**src/rtl/disp_pkg.sv**
```systemverilog
// Shared definitions for the display update arbiter and the 7-segment display block:
// FSM encoding, digit/mode widths and the round-robin pick helper.
package disp_pkg;

    localparam int DIGIT_W = 4;
    localparam int NDIGIT  = 4;
    localparam int DATA_W  = DIGIT_W * NDIGIT;
    localparam int CNT_W   = 16;

    localparam logic [1:0] MODE_0 = 2'd0;
    localparam logic [1:0] MODE_1 = 2'd1;
    localparam logic [1:0] MODE_2 = 2'd2;
    localparam logic [1:0] MODE_3 = 2'd3;

    localparam logic [DIGIT_W-1:0] DIGIT_BLANK = 4'd15;

    typedef enum logic [2:0] {
        IDLE      = 3'd0,
        ISSUE     = 3'd1,
        WAIT_LOW  = 3'd2,
        WAIT_HIGH = 3'd3,
        GAP       = 3'd4
    } state_t;

    // Two-way round robin: a lone request wins, a tie goes to the index that did not win last.
    function automatic logic rr_pick(input logic [1:0] req, input logic last);
        logic pick;
        if (req == 2'b11) begin
            pick = ~last;
        end else if (req[1]) begin
            pick = 1'b1;
        end else begin
            pick = 1'b0;
        end
        return pick;
    endfunction

endpackage

```
**src/rtl/disp_update_arbiter_if.sv**
```systemverilog
// Requester and display-engine signal bundle; the arbiter takes the slave side,
// the surrounding game logic / engine model take the master side.
interface disp_update_arbiter_if;
    import disp_pkg::*;

    logic              req0;
    logic [DATA_W-1:0] data0;
    logic [1:0]        mode0;
    logic              done0;

    logic              req1;
    logic [DATA_W-1:0] data1;
    logic [1:0]        mode1;
    logic              done1;

    logic              disp_set;
    logic              disp_start;
    logic [DATA_W-1:0] disp_data;
    logic [1:0]        disp_mode;
    logic              disp_ss;

    modport master (
        output req0, data0, mode0,
        output req1, data1, mode1,
        output disp_ss,
        input  done0, done1,
        input  disp_set, disp_start, disp_data, disp_mode
    );

    modport slave (
        input  req0, data0, mode0,
        input  req1, data1, mode1,
        input  disp_ss,
        output done0, done1,
        output disp_set, disp_start, disp_data, disp_mode
    );

endinterface

```
**src/rtl/disp_update_arbiter_rr_arb2.sv**
```systemverilog
// Two-way round-robin grant with a registered last-owner; the owner only
// moves when the parent confirms the grant with load_i.
module rr_arb2
    import disp_pkg::*;
(
    input  logic       clk,
    input  logic       rst,
    input  logic [1:0] req_i,
    input  logic       load_i,
    output logic       gnt_o,
    output logic       any_o,
    output logic       owner_o
);

    logic owner_q;
    logic owner_d;

    // Grant selection and next owner
    always_comb begin
        gnt_o = rr_pick(req_i, owner_q);
        any_o = |req_i;
        if (load_i) begin
            owner_d = gnt_o;
        end else begin
            owner_d = owner_q;
        end
    end

    // Last-owner register; resets to 1 so requester 0 wins the first tie
    always_ff @(posedge clk) begin
        if (rst) begin
            owner_q <= 1'b1;
        end else begin
            owner_q <= owner_d;
        end
    end

    assign owner_o = owner_q;

endmodule

```
**src/rtl/disp_update_arbiter.sv**
```systemverilog
// Shares one SPI 7-segment engine between two requesters: grants round-robin,
// issues set/start, follows the engine's ss line and returns a done pulse.
module disp_update_arbiter
    import disp_pkg::*;
#(
    parameter int START_CYC   = 4,
    parameter int TIMEOUT_CYC = 65535,
    parameter int GAP_CYC     = 16
) (
    input  logic                  clk,
    input  logic                  rst,
    disp_update_arbiter_if.slave  bus,
    output logic                  busy,
    output logic                  owner,
    output logic                  timeout_err
);

    localparam logic [CNT_W-1:0] START_LAST = CNT_W'(START_CYC - 1);
    localparam logic [CNT_W-1:0] TO_LAST    = CNT_W'(TIMEOUT_CYC - 1);
    localparam logic [CNT_W-1:0] GAP_LAST   = (GAP_CYC == 0) ? 16'd0 : CNT_W'(GAP_CYC - 1);

    state_t            state_q, state_d;
    logic [CNT_W-1:0]  cnt_q, cnt_d;
    logic              set_q, set_d;
    logic [DATA_W-1:0] data_q, data_d;
    logic [1:0]        mode_q, mode_d;
    logic              done0_q, done0_d;
    logic              done1_q, done1_d;
    logic              busy_q, busy_d;
    logic              terr_q, terr_d;

    logic              arb_load_s;
    logic              gnt_s;
    logic              any_req_s;
    logic              owner_s;
    logic              gap_end_s;

    rr_arb2 u_arb (
        .clk     (clk),
        .rst     (rst),
        .req_i   ({bus.req1, bus.req0}),
        .load_i  (arb_load_s),
        .gnt_o   (gnt_s),
        .any_o   (any_req_s),
        .owner_o (owner_s)
    );

    // Next-state, counter, latch and registered-output decode
    always_comb begin
        state_d    = state_q;
        cnt_d      = cnt_q;
        set_d      = 1'b0;
        data_d     = data_q;
        mode_d     = mode_q;
        terr_d     = terr_q;
        arb_load_s = 1'b0;

        case (state_q)
            IDLE: begin
                if (any_req_s) begin
                    state_d    = ISSUE;
                    cnt_d      = 16'd0;
                    set_d      = 1'b1;
                    arb_load_s = 1'b1;
                    data_d     = gnt_s ? bus.data1 : bus.data0;
                    mode_d     = gnt_s ? bus.mode1 : bus.mode0;
                end else begin
                    state_d = IDLE;
                end
            end
            ISSUE: begin
                if (cnt_q == START_LAST) begin
                    state_d = WAIT_LOW;
                    cnt_d   = 16'd0;
                end else begin
                    cnt_d = cnt_q + 16'd1;
                    set_d = 1'b1;
                end
            end
            WAIT_LOW: begin
                if (!bus.disp_ss) begin
                    state_d = WAIT_HIGH;
                    cnt_d   = 16'd0;
                end else if (cnt_q == TO_LAST) begin
                    state_d = GAP;
                    cnt_d   = 16'd0;
                    terr_d  = 1'b1;
                end else begin
                    cnt_d = cnt_q + 16'd1;
                end
            end
            WAIT_HIGH: begin
                if (bus.disp_ss) begin
                    state_d = GAP;
                    cnt_d   = 16'd0;
                end else if (cnt_q == TO_LAST) begin
                    state_d = GAP;
                    cnt_d   = 16'd0;
                    terr_d  = 1'b1;
                end else begin
                    cnt_d = cnt_q + 16'd1;
                end
            end
            GAP: begin
                if (cnt_q >= GAP_LAST) begin
                    state_d = IDLE;
                    cnt_d   = 16'd0;
                end else begin
                    cnt_d = cnt_q + 16'd1;
                end
            end
            default: begin
                state_d = IDLE;
                cnt_d   = 16'd0;
            end
        endcase

        // done is registered, so it is raised when the next cycle is the final GAP cycle
        gap_end_s = (state_d == GAP) && (cnt_d >= GAP_LAST);
        done0_d   = gap_end_s && !owner_s;
        done1_d   = gap_end_s && owner_s;
        busy_d    = (state_d != IDLE);
    end

    // State and output registers; reset abandons any transfer without a done pulse
    always_ff @(posedge clk) begin
        if (rst) begin
            state_q <= IDLE;
            cnt_q   <= 16'd0;
            set_q   <= 1'b0;
            data_q  <= {DATA_W{1'b0}};
            mode_q  <= 2'b00;
            done0_q <= 1'b0;
            done1_q <= 1'b0;
            busy_q  <= 1'b0;
            terr_q  <= 1'b0;
        end else begin
            state_q <= state_d;
            cnt_q   <= cnt_d;
            set_q   <= set_d;
            data_q  <= data_d;
            mode_q  <= mode_d;
            done0_q <= done0_d;
            done1_q <= done1_d;
            busy_q  <= busy_d;
            terr_q  <= terr_d;
        end
    end

    assign bus.disp_set   = set_q;
    assign bus.disp_start = set_q;
    assign bus.disp_data  = data_q;
    assign bus.disp_mode  = mode_q;
    assign bus.done0      = done0_q;
    assign bus.done1      = done1_q;
    assign busy           = busy_q;
    assign owner          = owner_s;
    assign timeout_err    = terr_q;

endmodule

```
**src/flat_wrapper.sv**
```systemverilog
// flat-port wrapper written by rule: the top's interface ports become plain ports
module disp_update_arbiter_flat import disp_pkg::*;
#(
    parameter int START_CYC   = 4,
    parameter int TIMEOUT_CYC = 65535,
    parameter int GAP_CYC     = 16
)
  (clk, rst, busy, owner, timeout_err, bus_req0, bus_data0, bus_mode0, bus_req1, bus_data1, bus_mode1, bus_disp_ss, bus_done0, bus_done1, bus_disp_set, bus_disp_start, bus_disp_data, bus_disp_mode);
  disp_update_arbiter_if bus_i ();
  input  logic clk;
  input  logic rst;
  output logic busy;
  output logic owner;
  output logic timeout_err;
  input wire logic [$bits(bus_i.req0)-1:0] bus_req0;
  input wire logic [$bits(bus_i.data0)-1:0] bus_data0;
  input wire logic [$bits(bus_i.mode0)-1:0] bus_mode0;
  input wire logic [$bits(bus_i.req1)-1:0] bus_req1;
  input wire logic [$bits(bus_i.data1)-1:0] bus_data1;
  input wire logic [$bits(bus_i.mode1)-1:0] bus_mode1;
  input wire logic [$bits(bus_i.disp_ss)-1:0] bus_disp_ss;
  output wire logic [$bits(bus_i.done0)-1:0] bus_done0;
  output wire logic [$bits(bus_i.done1)-1:0] bus_done1;
  output wire logic [$bits(bus_i.disp_set)-1:0] bus_disp_set;
  output wire logic [$bits(bus_i.disp_start)-1:0] bus_disp_start;
  output wire logic [$bits(bus_i.disp_data)-1:0] bus_disp_data;
  output wire logic [$bits(bus_i.disp_mode)-1:0] bus_disp_mode;
  assign bus_i.req0 = bus_req0;
  assign bus_i.data0 = bus_data0;
  assign bus_i.mode0 = bus_mode0;
  assign bus_i.req1 = bus_req1;
  assign bus_i.data1 = bus_data1;
  assign bus_i.mode1 = bus_mode1;
  assign bus_i.disp_ss = bus_disp_ss;
  assign bus_done0 = bus_i.done0;
  assign bus_done1 = bus_i.done1;
  assign bus_disp_set = bus_i.disp_set;
  assign bus_disp_start = bus_i.disp_start;
  assign bus_disp_data = bus_i.disp_data;
  assign bus_disp_mode = bus_i.disp_mode;
  disp_update_arbiter #(.START_CYC(START_CYC), .TIMEOUT_CYC(TIMEOUT_CYC), .GAP_CYC(GAP_CYC)) u_core (.clk(clk), .rst(rst), .bus(bus_i), .busy(busy), .owner(owner), .timeout_err(timeout_err));
endmodule
```
**config.mk**
```make
export PLATFORM = sky130hd
export DESIGN_NAME = disp_update_arbiter_flat
export DESIGN_NICKNAME = d
export VERILOG_FILES = /design/src/rtl/disp_pkg.sv /design/src/rtl/disp_update_arbiter_if.sv /design/src/rtl/disp_update_arbiter_rr_arb2.sv /design/src/rtl/disp_update_arbiter.sv /design/src/flat_wrapper.sv
export SDC_FILE = /design/constraint.sdc
export NUM_CORES = 1
export LEC_CHECK = 0
export CORE_MARGIN = 10
export CORE_UTILIZATION = 48
export CTS_CLUSTER_DIAMETER = 200
export DETAILED_ROUTE_END_ITERATION = 16
export GPL_ROUTABILITY_DRIVEN = 0
export PLACE_DENSITY = 0.84
export SLEW_MARGIN = 10
export SYNTH_ARGS = -nofsm -noshare
export SYNTH_HDL_FRONTEND = slang
export SYNTH_SLANG_ARGS = --single-unit
```
**constraint.sdc**
```tcl
create_clock -name clk -period 2.5 [get_ports clk]
set_input_delay 0.5 -clock clk [delete_from_list [all_inputs] [get_ports clk]]
set_output_delay 0.5 -clock clk [all_outputs]
set_load 0.1 [all_outputs]
```
==> flow_summary_export.csv, run 1 <==
group,metric,value,unit
outcome,status,"complete, no violations",
logic_synthesis,synth-seq-cells,43,
logic_synthesis,async_flop_share,0,
place,placedCellCount,406,
clock_network,cts_tree,"built",
route,wl_per_cell,15.5,microns
power_and_ir_drop,p_leak,0.00117,uW
job,maxCapViolCount,0,
clock_network,holdBufCountCts,0,
logic_synthesis,synth_cell_types,54,
hold_path,worstHoldEndpoint,"u_core.bus.disp_data[6]",
logic_synthesis,synth_edf_count,0,
route,route.detailed.drc,0,
clock_network,clockBufferDepth,2,
setup_path,worstSetupPathType,"reg -> reg",
hold_path,hold_depth,2,
route,via_per_inst,5.70,
route,ant_nets,0,
grt,grt_antenna_before_repair,0,
logic_synthesis,ys_warn_count,0,
floorplan,num_io_pins,66,
setup_path,critPathMaxFanout,29,
grt,grt_usage,0.155,
place,numPortBuffers,65,
sta,fin_crit,2.34,ns
clock_network,cts_made_buffers,5,
clock_network,cts_resized,0,
final_layout,fin_cells,414,
sta,finalHoldViolCount,0,
final_layout,design_area,0.00318,sq mm
sta,period_share,0.935,
setup_path,end_kind,"flop",
power_and_ir_drop,intPower,1310,uW
power_and_ir_drop,power.density,628,mW/mm^2
floorplan,die_y,90.2,microns
sta,finalSetupViolations,0,
route,vias,2360,
power_and_ir_drop,switchingPower,691,uW
power_and_ir_drop,peakVddDrop,0.302,mV
sta,slew_violations,0,
clock_network,cts.clk_slew.worst_paths,0.08,ns
logic_synthesis,synth_top_flop_cell,"dfxtp_1",
power_and_ir_drop,power_frac_comb,0.305,
final_layout,regArea,861,sq um
floorplan,rows,25,
grt,grt_pass1_vias,2356,
final_layout,final_layout_size_suffix_gt1_frac,0.170,
sta,fin_skew,0.00541,ns
setup_path,crit_arrival,2.48,ns
grt,grt_overflow,0,
logic_synthesis,synth_fp_nets,328,
floorplan,die_x,90.2,microns
route,drtPass1Iterations,4,
setup_path,r2r_cells,7,
setup_path,r2r_end,"u_core.cnt_q[3]",
logic_synthesis,syn_avg_cell_area,8.31,sq um
floorplan,core_area,0.00475,sq mm
logic_synthesis,seq_area_frac_synth,0.363,
sta,worstMarginPinSlew,0.560,ns
sta,slew_headroom,0.617,
setup_path,critPathLaunchType,"flop",
grt,grt_first_pass_wirelength,10800,microns
sta,fin_setup_tns,0,ns
final_layout,synthToLayoutAreaGrowth,34.3,%
sta,clock.fmax,0.428,GHz
hold_path,hold_path_class,"reg -> reg",
setup_path,cp_data_required_time,2.64,ns
route,drtIter0Drc,143,
clock_network,post_cts_buffers,0,
power_and_ir_drop,p_clk_frac,0.319,
clock_network,root_buffer,"clkbuf_8",
power_and_ir_drop,switching_share,0.346,
final_layout,final_nets,389,
clock_network,h-tree-depth,2,
place,post-dp-hpwl,4920,microns
floorplan,die_area,0.00814,sq mm
floorplan,initial_core_util,0.498,
route,postRouteWirelength,6410,microns
clock_network,cts.sink_count,43,
clock_network,clock_latency,0.29,ns
logic_synthesis,synth_cells,285,
place,placed_area,0.00305,sq mm
sta,rsz0062_at_grt,"false",
setup_path,r2r_start,"u_core.cnt_q[15]",
logic_synthesis,syn_area,0.00237,sq mm
final_layout,fillers,405,
grt,grt_max_degree,30,
final_layout,multi_input_area,0.00136,sq mm
setup_path,r2r_slack,0.16,ns
power_and_ir_drop,sequentialPowerShare,0.376,
hold_path,hold_start,"u_core.bus.disp_data[6]",
final_layout,diodes,0,
==> worst max-delay path by stage <==
| stage | startpoint | endpoint | slack, ns | depth (start not counted) |
|---|---|---|---|---|
| 5_1_grt | u_core.cnt_q[11] | u_core.bus.done1 | 0.0001 | 6 |
| 3_5_place_dp | bus_req0 | u_core.bus.done1 | 0.16 | 7 |
| 3_3_place_gp | bus_req0 | u_core.bus.done1 | 0.20 | 7 |
| 6_report | u_core.cnt_q[15] | u_core.cnt_q[3] | 0.16 | 7 |
| 4_1_cts | u_core.cnt_q[15] | u_core.cnt_q[3] | 0.18 | 7 |
| 2_1_floorplan | u_core.cnt_q[1] | u_core.bus.done0 | 0.30 | 8 |
==> logic make-up (layout without fill, tap and decap cells) <==
group | count (synthesis) | count (layout) | share of synthesized area
DFF | 43 | 43 | 0.363
buffers and inverters | 33 | 95 | 0.0692
xor gates and xnor gates | 3 | 3 | 0.0111
muxes | 19 | 19 | 0.0808
adders and majority gates | 3 | 3 | 0.0148
AOI/OAI and AO/OA | 83 | 83 | 0.245
and+or+nand+nor | 101 | 101 | 0.216
==> placed cells by master, fill, tap and decap left out, types with 2 or more instances in the layout <==
cell / count
nor3_1: 4
or2_2: 2
xnor2_1: 3
nor4_1: 8
mux2i_1: 18
a41oi_1: 3
nor3b_1: 2
nand4b_1: 2
buf_4: 41
bufinv_16: 2
nand3_1: 8
nor2_1: 37
a31oi_1: 5
dfxtp_1: 43
o21ai_0: 7
a211oi_1: 20
ha_1: 2
inv_1: 5
clkdlybuf4s50_1: 40
a21oi_1: 18
a311oi_1: 13
nand2_1: 17
a21o_1: 2
o31ai_1: 3
or3_1: 2
nand2b_1: 4
clkbuf_8: 5
nand4_1: 4
==> synthesized netlist by cell type, types with 5 or more instances <==
cell	instances	area share
dfxtp_1	43	0.36
nor2_1	37	0.059
a211oi_1	20	0.063
a21oi_1	18	0.038
mux2i_1	18	0.076
nand2_1	17	0.027
clkbuf_1	14	0.022
a311oi_1	13	0.048
nand3_1	8	0.017
nor4_1	8	0.021
o21ai_0	7	0.015
a31oi_1	5	0.013
buf_2	5	0.011
inv_1	5	0.0079
==> registers in the layout, indices dropped and copies added, names as in the netlist <==
register,count
u_core.bus.disp_data,16
u_core.cnt_q,16
u_core.state_q,3
u_core.bus.disp_mode,2
u_core.bus.disp_set,1
u_core.bus.done0,1
u_core.bus.done1,1
u_core.busy,1
u_core.timeout_err,1
u_core.u_arb.owner_o,1
==> metrics by stage <==
stage | power, uW | hold slack [ns] | util | worst slack (ns)
after floorplan | 1210 | 0.489 | - | 0.296
after global placement | 1370 | 0.463 | 0.641 | 0.199
after detailed placement | 1380 | 0.473 | 0.641 | 0.162
after CTS | 2020 | 0.496 | 0.669 | 0.181
after global routing | 2090 | 0.512 | 0.669 | 0.000142
final | 2000 | 0.501 | 0.669 | 0.164
==> worst max-delay path, stage by stage (launching register included) <==
cell and delay [ns]:
dfxtp_1 0.36, or4_4 0.58, nand2b_1 0.16, o21ai_0 0.33, o311ai_2 0.20, buf_12 0.20, a41oi_1 0.25, a311oi_1 0.09
==> power by group through the flow <==
stage          combinational [uW]  clock (uW)  sequential [uW]
2_1_floorplan                 177           0             1030
3_3_place_gp                  604           0              766
3_5_place_dp                  611           0              768
4_1_cts                       612         651              753
5_1_grt                       646         681              758
6_report                      609         637              752
==> area by class of cell <==
class,count,area share
Multi-Input combinational cell,209,0.427
Sequential cell,43,0.271
Timing Repair Buffer,82,0.229
Tap cell,67,0.0263
Clock buffer,6,0.0228
Clock inverter,2,0.0189
Inverter,5,0.00590
==> routing by layer <==
layer  GRT usage  routed length [microns]  share of wire  vias up
met5           0                        0              0        -
met4      0.0464                       63         0.0098        0
met3      0.0881                      778           0.12        7
met2       0.246                     2880           0.45       75
met1       0.173                     2680           0.42     1093
li1            -                        -              -     1185
Power figures use the tool's default switching activity.
==> run 2, diff against run 1 <==
--- a/config.mk
+++ b/config.mk
@@ -7,7 +7,6 @@
 export LEC_CHECK = 0
 export CORE_MARGIN = 10
 export CORE_UTILIZATION = 48
-export CTS_CLUSTER_DIAMETER = 200
 export DETAILED_ROUTE_END_ITERATION = 16
 export GPL_ROUTABILITY_DRIVEN = 0
 export PLACE_DENSITY = 0.84
==> results of run 2 <==
Final layout, timing and power as in run 1 (identical DEF).
